File: src/rtl/alu_pkg.sv
// rtl/alu_pkg.sv - shared opcode, flag types and flag bit positions for the pipelined ALU
package alu_pkg;

  typedef enum logic [2:0] {
    OP_ADD    = 3'b000,
    OP_SUB    = 3'b001,
    OP_AND    = 3'b010,
    OP_OR     = 3'b011,
    OP_XOR    = 3'b100,
    OP_SHL    = 3'b101,
    OP_SRA    = 3'b110,
    OP_PASS_A = 3'b111
  } alu_op_e;

  typedef struct packed {
    logic z;
    logic n;
    logic c;
    logic v;
  } alu_flags_t;

  localparam int FLAG_Z = 3;
  localparam int FLAG_N = 2;
  localparam int FLAG_C = 1;
  localparam int FLAG_V = 0;

endpackage

File: src/rtl/alu_core.sv
// rtl/alu_core.sv - combinational signed ALU with Z/N/C/V flags
// ALU_PIPE_SAT_EN selects saturating ADD/SUB instead of wrap-around.
module alu_core
  import alu_pkg::*;
#(
  parameter int WIDTH = 8,
  parameter int SHW   = $clog2(WIDTH)
) (
  input  logic [2:0]       op,
  input  logic [WIDTH-1:0] a,
  input  logic [WIDTH-1:0] b,
  output logic [WIDTH-1:0] result,
  output logic [3:0]       flags
);

  localparam logic [WIDTH-1:0] W_MAX_AMT = WIDTH'(WIDTH);
  localparam logic [SHW:0]     W_CLAMP   = (SHW+1)'(WIDTH);

  logic [WIDTH:0]   w_sum;
  logic [WIDTH:0]   w_diff;
  logic [WIDTH:0]   w_shl;
  logic [WIDTH:0]   w_sra;
  logic [SHW:0]     w_amt;
  logic             w_big;
  logic             w_add_v;
  logic             w_sub_v;
  logic [WIDTH-1:0] w_res;
  logic             w_c;
  logic             w_v;
  alu_op_e          w_op;

  assign w_op    = alu_op_e'(op);
  assign w_sum   = {1'b0, a} + {1'b0, b};
  assign w_diff  = {1'b0, a} - {1'b0, b};
  assign w_add_v = (a[WIDTH-1] == b[WIDTH-1]) && (w_sum[WIDTH-1] != a[WIDTH-1]);
  assign w_sub_v = (a[WIDTH-1] != b[WIDTH-1]) && (w_diff[WIDTH-1] != a[WIDTH-1]);

  // One spare bit on each shift catches the last bit shifted out; amounts past WIDTH clamp to WIDTH.
  assign w_big = (b > W_MAX_AMT);
  assign w_amt = w_big ? W_CLAMP : b[SHW:0];
  assign w_shl = {1'b0, a} << w_amt;
  assign w_sra = $signed({a, 1'b0}) >>> w_amt;

  always_comb begin
    w_res = '0;
    w_c   = 1'b0;
    w_v   = 1'b0;
    case (w_op)
      OP_ADD: begin
        w_res = w_sum[WIDTH-1:0];
        w_c   = w_sum[WIDTH];
        w_v   = w_add_v;
      end
      OP_SUB: begin
        w_res = w_diff[WIDTH-1:0];
        w_c   = w_diff[WIDTH];
        w_v   = w_sub_v;
      end
      OP_AND:    w_res = a & b;
      OP_OR:     w_res = a | b;
      OP_XOR:    w_res = a ^ b;
      OP_SHL: begin
        w_res = w_shl[WIDTH-1:0];
        w_c   = w_big ? 1'b0 : w_shl[WIDTH];
      end
      OP_SRA: begin
        w_res = w_sra[WIDTH:1];
        w_c   = w_big ? 1'b0 : w_sra[0];
      end
      default:   w_res = a;
    endcase
`ifdef ALU_PIPE_SAT_EN
    // Overflow direction follows the sign of a for both ADD and SUB.
    if (((w_op == OP_ADD) || (w_op == OP_SUB)) && w_v) begin
      w_res = a[WIDTH-1] ? {1'b1, {(WIDTH-1){1'b0}}} : {1'b0, {(WIDTH-1){1'b1}}};
    end
`endif
  end

  assign result        = w_res;
  assign flags[FLAG_Z] = (w_res == '0);
  assign flags[FLAG_N] = w_res[WIDTH-1];
  assign flags[FLAG_C] = w_c;
  assign flags[FLAG_V] = w_v;

endmodule

File: src/rtl/alu_pipe.sv
// rtl/alu_pipe.sv - two-stage valid/ready pipelined ALU wrapper around alu_core
// ALU_PIPE_SAT_EN (handled in alu_core) enables saturating ADD/SUB.
module alu_pipe
  import alu_pkg::*;
#(
  parameter int WIDTH = 8,
  parameter int SHW   = $clog2(WIDTH)
) (
  input  logic             clk,
  input  logic             rst,
  input  logic             in_valid,
  output logic             in_ready,
  input  logic [2:0]       op,
  input  logic [WIDTH-1:0] a,
  input  logic [WIDTH-1:0] b,
  output logic             out_valid,
  input  logic             out_ready,
  output logic [WIDTH-1:0] result,
  output logic [3:0]       flags
);

  logic             r_s1_valid;
  logic             r_s2_valid;
  alu_op_e          r_op;
  logic [WIDTH-1:0] r_a;
  logic [WIDTH-1:0] r_b;
  logic [WIDTH-1:0] r_result;
  logic [3:0]       r_flags;
  logic             w_en1;
  logic             w_en2;
  logic [WIDTH-1:0] w_core_result;
  logic [3:0]       w_core_flags;

  // Ready ripples back from out_ready so a full pipe can advance and refill on the same edge.
  assign w_en2    = !r_s2_valid || out_ready;
  assign w_en1    = !r_s1_valid || w_en2;
  assign in_ready = w_en1;

  alu_core #(
    .WIDTH (WIDTH),
    .SHW   (SHW)
  ) u_core (
    .op     (r_op),
    .a      (r_a),
    .b      (r_b),
    .result (w_core_result),
    .flags  (w_core_flags)
  );

  always_ff @(posedge clk) begin
    if (rst) begin
      r_s1_valid <= 1'b0;
      r_s2_valid <= 1'b0;
      r_op       <= OP_ADD;
      r_a        <= '0;
      r_b        <= '0;
      r_result   <= '0;
      r_flags    <= '0;
    end else begin
      if (w_en1) begin
        r_s1_valid <= in_valid;
        if (in_valid) begin
          r_op <= alu_op_e'(op);
          r_a  <= a;
          r_b  <= b;
        end
      end
      if (w_en2) begin
        r_s2_valid <= r_s1_valid;
        if (r_s1_valid) begin
          r_result <= w_core_result;
          r_flags  <= w_core_flags;
        end
      end
    end
  end

  assign out_valid = r_s2_valid;
  assign result    = r_result;
  assign flags     = r_flags;

endmodule

File: config.mk
export PLATFORM = sky130hd
export DESIGN_NAME = alu_pipe
export DESIGN_NICKNAME = d
export VERILOG_FILES = /design/src/rtl/alu_pkg.sv /design/src/rtl/alu_core.sv /design/src/rtl/alu_pipe.sv
export SDC_FILE = /design/constraint.sdc
export NUM_CORES = 1
export LEC_CHECK = 0
export CORE_MARGIN = 1.5
export CORE_UTILIZATION = 58
export CTS_CLUSTER_SIZE = 24
export DETAILED_ROUTE_END_ITERATION = 7
export GPL_ROUTABILITY_DRIVEN = 0
export GPL_TIMING_DRIVEN = 1
export PLACE_DENSITY = 0.93
export SYNTH_ARGS = -nofsm -noshare
export SYNTH_HDL_FRONTEND = slang
export SYNTH_SLANG_ARGS = --single-unit
File: constraint.sdc
create_clock -name clk -period 3.89 [get_ports clk]
set_clock_uncertainty 0.1 [all_clocks]
set_input_delay 0.5835 -clock clk [delete_from_list [all_inputs] [get_ports clk]]
set_output_delay 0.5835 -clock clk [all_outputs]
set_load 0.05 [all_outputs]
[Word level (Yosys, flattened, before mapping)]
Cells that the tools add are included.
W data, S select, Z words.
Word-level totals
  register bits: 33
  input bits: 23
  output and inout port bits: 14
  word-level logic and storage cells: 41
Cells by class
  $add $sub $neg: 2
  magnitude comparators: 1
  equal/unequal tests: 10
  shift-type cells: 2
  mux-type cells: 6
  bitwise gates (word level): 3
  reduce and logical (&&, ||, !) cells: 10
Operator list (number)
  $pmux W8 S7: 1
  $add A8 B8 Y9: 1
  $eq A3 B3 Y1 const B: 3
  $shl A8 B4 Y9: 1
  $sshr A9 B4 Y9: 1
  $sub A8 B8 Y9: 1
  $and A8 B8 Y8: 1
  $gt A8 B4 Y1 const B: 1
  $logic_not A8 Y1: 1
  $or A8 B8 Y8: 1
  $xor A8 B8 Y8: 1
  $eq A3 B2 Y1 const B: 2
  $mux W4: 1
  $pmux W1 S4: 1
  $reduce_and A2 Y1: 2
  $eq A3 B1 Y1 const B: 1
  $logic_not A3 Y1: 1
  $ne A1 B1 Y1: 3
  $logic_and A1 B1 Y1: 2
  $logic_not A1 Y1: 2
  $logic_or A1 B1 Y1: 2
  $mux W1: 2
  $pmux W1 S2: 1
  $eq A1 B1 Y1: 1

[Logic depth before layout (Yosys ltp)]
  word-level depth: 5
  depth in mapped cells: 13
  depth with buffers taken out: 12

[Modules after synthesis]
Synthesis repeated with hierarchy kept, for this count alone.
Unflattened totals
  cell total of the unflattened synthesis: 473
  area, all modules: 3666.0 µm²
By module, submodules not included
  alu_core: times used 1, cells an instance 328, area an instance 2278.4 µm², seq. area each 0.0 µm²
  alu_pipe: times used 1, cells an instance 145, area an instance 1387.6 µm², seq. area each 660.6 µm²

[Least setup slack after synthesis]
Ideal clock, no wire load.
  kind: reg-to-reg
  start: register r_b[1]
  end: register r_flags[2] (netlist: flags[2])
  setup time: 0.116 ns
  data arrival time: 2.986 ns
  required time: 3.674 ns
  setup slack: 0.688 ns
  cell stages (with the launch flop): 12
  path buffers: 2
  clock period less this slack: 3.202 ns
  cell sequence: dfxtp_1 clkbuf_1 clkbuf_1 inv_1 ha_1 or2_2 a221oi_1 o211ai_1 nand3b_1 xnor2_1 a221o_1 o211a_1
On the way
  cells in the longest elaborated chain, start to end: 4
  elaborated cells between the ends (all ways): 7
  those cells by class: add/sub (2); order compare (1); shift (2); mux (2)
Ends and longest elaborated chain
  start: declaration: line alu_pipe.sv:26  | logic [WIDTH-1:0] r_b;
  start signal: assignment: line alu_pipe.sv:56  | r_b <= '0;
  start signal: assignment: line alu_pipe.sv:65  | r_b <= b;
  $gt A8 B4 Y1: line alu_core.sv:39  | assign w_big = (b > W_MAX_AMT);
  $mux W4: line alu_core.sv:40  | assign w_amt = w_big ? W_CLAMP : b[SHW:0];
  $sshr A9 B4 Y9 or $shl A8 B4 Y9 (tied branches): line alu_core.sv:42, alu_core.sv:41
  $pmux W8 S7 (*): line alu_core.sv:48  | case (w_op)
  end signal: assignment: line alu_pipe.sv:72  | r_flags <= w_core_flags;
  end: declaration: line alu_pipe.sv:28  | logic [3:0] r_flags;
Every way passes the cells marked *; elsewhere a longest branch is shown, timed or not.
A chain may end at the register's enable or synchronous reset.

[Final worst setup path]
  start: register r_b[2]
  end: register r_flags[3] (netlist: flags[3])
On the way
  cells in the longest elaborated chain, start to end: 5
  elaborated cells between the ends (all ways): 11
  those cells by class: add/sub (2); order compare (1); shift (2); mux (2); bitwise (3); reduce/logical (1)
Ends and longest elaborated chain
  $gt A8 B4 Y1: line alu_core.sv:39
  $mux W4: line alu_core.sv:40
  $sshr A9 B4 Y9 or $shl A8 B4 Y9 (tied branches): line alu_core.sv:42, alu_core.sv:41
  $pmux W8 S7 (*): line alu_core.sv:48
  $logic_not A8 Y1 (*): line alu_core.sv:81  | assign flags[FLAG_Z] = (w_res == '0);
Marked as above.

==> impl_results.md <==
* Clk pin slew, worst setup/hold paths at around 0.07 ns
* Core area at about 5500 um2
* Vias in the first global route at ~3300
* Fraction of layout cells with a size suffix above 1 at roughly 7.5%
* Crit start category: flip-flop
* Max-Cap Viols at 0
* Num ports at 37
* Worst hold path depth at 2
* Worst-margin pin slew at 0.923 ns
* Routed via count at 3619
* FF+latch area at roughly 640 um2
* Final setup fails at 0
* Final Hold Vio Count at 0
* # rows at 27
* Largest net degree at the start of global routing at 28
* Global-route wire length before repair at 15.7 mm
* Die area at just over 6000 um2
* Clk pwr share at about 29%
* Max IR drop VDD at approximately 0.28 mV
* Flop pwr share at between 30% and 40%
* Critical path type: reg2reg
* Seq cells post-synth at 32
* Final wirelength at 9.94 mm
* Comb pwr share at 35.9%
* Async set or reset register ratio after synthesis at 0%
* Final #Nets at 515
* Element type at the critical path end: flip-flop
* CP Data Arrival Time at roughly 3.4 ns
* Top_reg_cell synth: dfxtp_1
* Sequential share of the synthesized area at approximately a fifth
* Clk Tree Root Cell: clkbuf_8
* Clk_lat worst skew at roughly 0.29 ns
* Clk buf depth at 2
* 1st-pass router iterations at 6
* Post-Syn Area at ~3300 um2
* Synth Warn # at 0
* FF-to-FF path depth at 10
* ANT cells at 0
* Hold WC Path Type: reg2reg
* Final non-filler cell total at ~540
* H-tree Lvls at 2
* CP max FO at 16
* CTS tree: done
* Post-cts sizing count at 0
* Inst Count DP at 531
* Setup Buffers After CTS at 0
* Int Pwr at a little under 0.0007 W
* CTS Buf Count at 5
* Required time of the critical path at 4.00 ns
* Drt drc at 0
* Final Core Density at roughly two thirds
* Setup TNS at 0 ns
* Number of synthesized flops with an enable pin at 0
* Grt ovf at 0
* Starting Density at between 60% and 70%
* Post-CTS Hold Fix Bufs at 0
* Global Route Usage Sum at around 32%
* Syn Inst Count at approximately 460
* Filler cells at 448
* Per-cell routed wire length at 18.4 um
* DRT antenna net count at 0
* Total nets after synthesis at between 500 and 600
* Syn avg cell area at between 7 and 8 um2
* DRT iter0 DRCs at roughly 530
* Area Overhead vs Synth at 12.8%
* Yosys cell types at 73
* DR vias/cell at between 6 and 7
* P_leak at 1.40 nW
* Post-route clock period utilization at 85.1%
* Power per Cell Area at roughly 290 nW/um2
* Clock Sinks at 32
* Final max-slew violation count at 0
* Die Wd at 78.6 um
* Fin crit period at around 3.3 ns
* I/O Buffers at 36
* DP HPWL at 7.32 mm
* Initial antenna violation count at 0
* Psw at 0.000403 W
* Slew HR at roughly two fifths
* Status: finished clean
* Sw Share at a little under two fifths
* F_max at 302 MHz
* Die H at between 70 and 80 um
* Area of the multi-input gates at between 2000 and 2500 um2
* RSZ-0062 raised after global routing: no
## power groups by stage
stage | clock network [W] | registers (W) | logic [W]
6_report | 0.000316 | 0.000388 | 0.000394
5_1_grt | 0.000334 | 0.000391 | 0.000419
4_1_cts | 0.000317 | 0.000386 | 0.000380
3_5_place_dp | 0 | 0.000393 | 0.000378
3_3_place_gp | 0 | 0.000391 | 0.000366
2_1_floorplan | 0 | 0.000395 | 0.000273
## kinds of logic (layout without fill, tap and decap cells)
group | Yosys count | count (layout) | share of synthesized area, %
flops | 32 | 32 | 19.3
mux | 16 | 16 | 6.75
simple gates | 166 | 166 | 24.0
xor+xnor | 6 | 6 | 1.58
compound gates | 142 | 142 | 29.5
fa+ha+maj | 26 | 26 | 10.3
buf+inv | 70 | 79 | 8.57
## metrics by stage
| step | hold WS, ns | worst slack [ns] | area [um2] | total power, W |
|---|---|---|---|---|
| 2_1_floorplan | 0.365 | 0.688 | 3320 | 0.000668 |
| 3_3_place_gp | 0.352 | 0.822 | 3630 | 0.000757 |
| 3_5_place_dp | 0.362 | 0.710 | 3630 | 0.000770 |
| 4_1_cts | 0.375 | 0.686 | 3740 | 0.00108 |
| 5_1_grt | 0.394 | 0.463 | 3740 | 0.00114 |
| 6_report | 0.380 | 0.581 | 3740 | 0.00110 |
## area by class of cell
class,instances,share of cell area (%)
clock buffer,6,1.94
multi-input combinational,356,63.9
timing repair buffer,41,10.6
tap,72,2.41
clock inverter,2,0.937
sequential,32,17.1
inverter,30,3.01
## Yosys cell counts, types with 8 or more instances
master     n  share of area, %
inv_1     30               3.4
ha_1      24               9.1
nand2b_1   9               1.7
nor2_1    38               4.3
nor3_1     8               1.2
nand3_1    9               1.4
a21oi_1   42               6.3
clkbuf_1  33               3.7
mux2i_1   10               3.0
nand2_1   64               7.2
o21ai_0   22               3.3
nor2b_1   10               1.9
dfxtp_1   32                19
## metal layers
metal  track usage (%)  wire [um]
met5                 0          0
met2              50.3       4350
met1              41.6       3720
met3              7.56       1310
met4              16.4        556
## critical path, cell delays in order, from the launching register on
cell	delay (ns)
dfxtp_1	0.63
inv_1	0.19
ha_1	0.43
nand2b_1	0.20
a221oi_1	0.45
or4_1	0.18
a21oi_1	0.06
nor3_1	0.22
a31oi_1	0.14
a2111o_1	0.38
o32ai_2	0.25
## registers in the layout, indices dropped and copies added (netlist names)
| register | cells |
|---|---|
| result | 7 |
| r_s1_valid | 1 |
| out_valid | 1 |
| flags | 4 |
| r_a | 8 |
| r_op | 3 |
| r_b | 8 |
## final timing paths
kind,start,endpoint,slack (ns)
worst max-delay path,r_b[2],flags[3],0.58
worst min-delay path,result[6],result[6],0.38
worst max register to register,r_b[2],flags[3],0.58
worst min register to register,result[6],result[6],0.38
## cell usage in the layout (no fill, tap or decap), types with 8 or more instances in the layout
cell,instances
nand3_1,9
nand2_1,64
o21ai_0,22
nor2_1,38
nand2b_1,9
mux2i_1,10
inv_1,30
nor2b_1,10
clkdlybuf4s50_1,36
ha_1,24
a21oi_1,42
nor3_1,8
dfxtp_1,32
(Power assumes the default switching activity.)
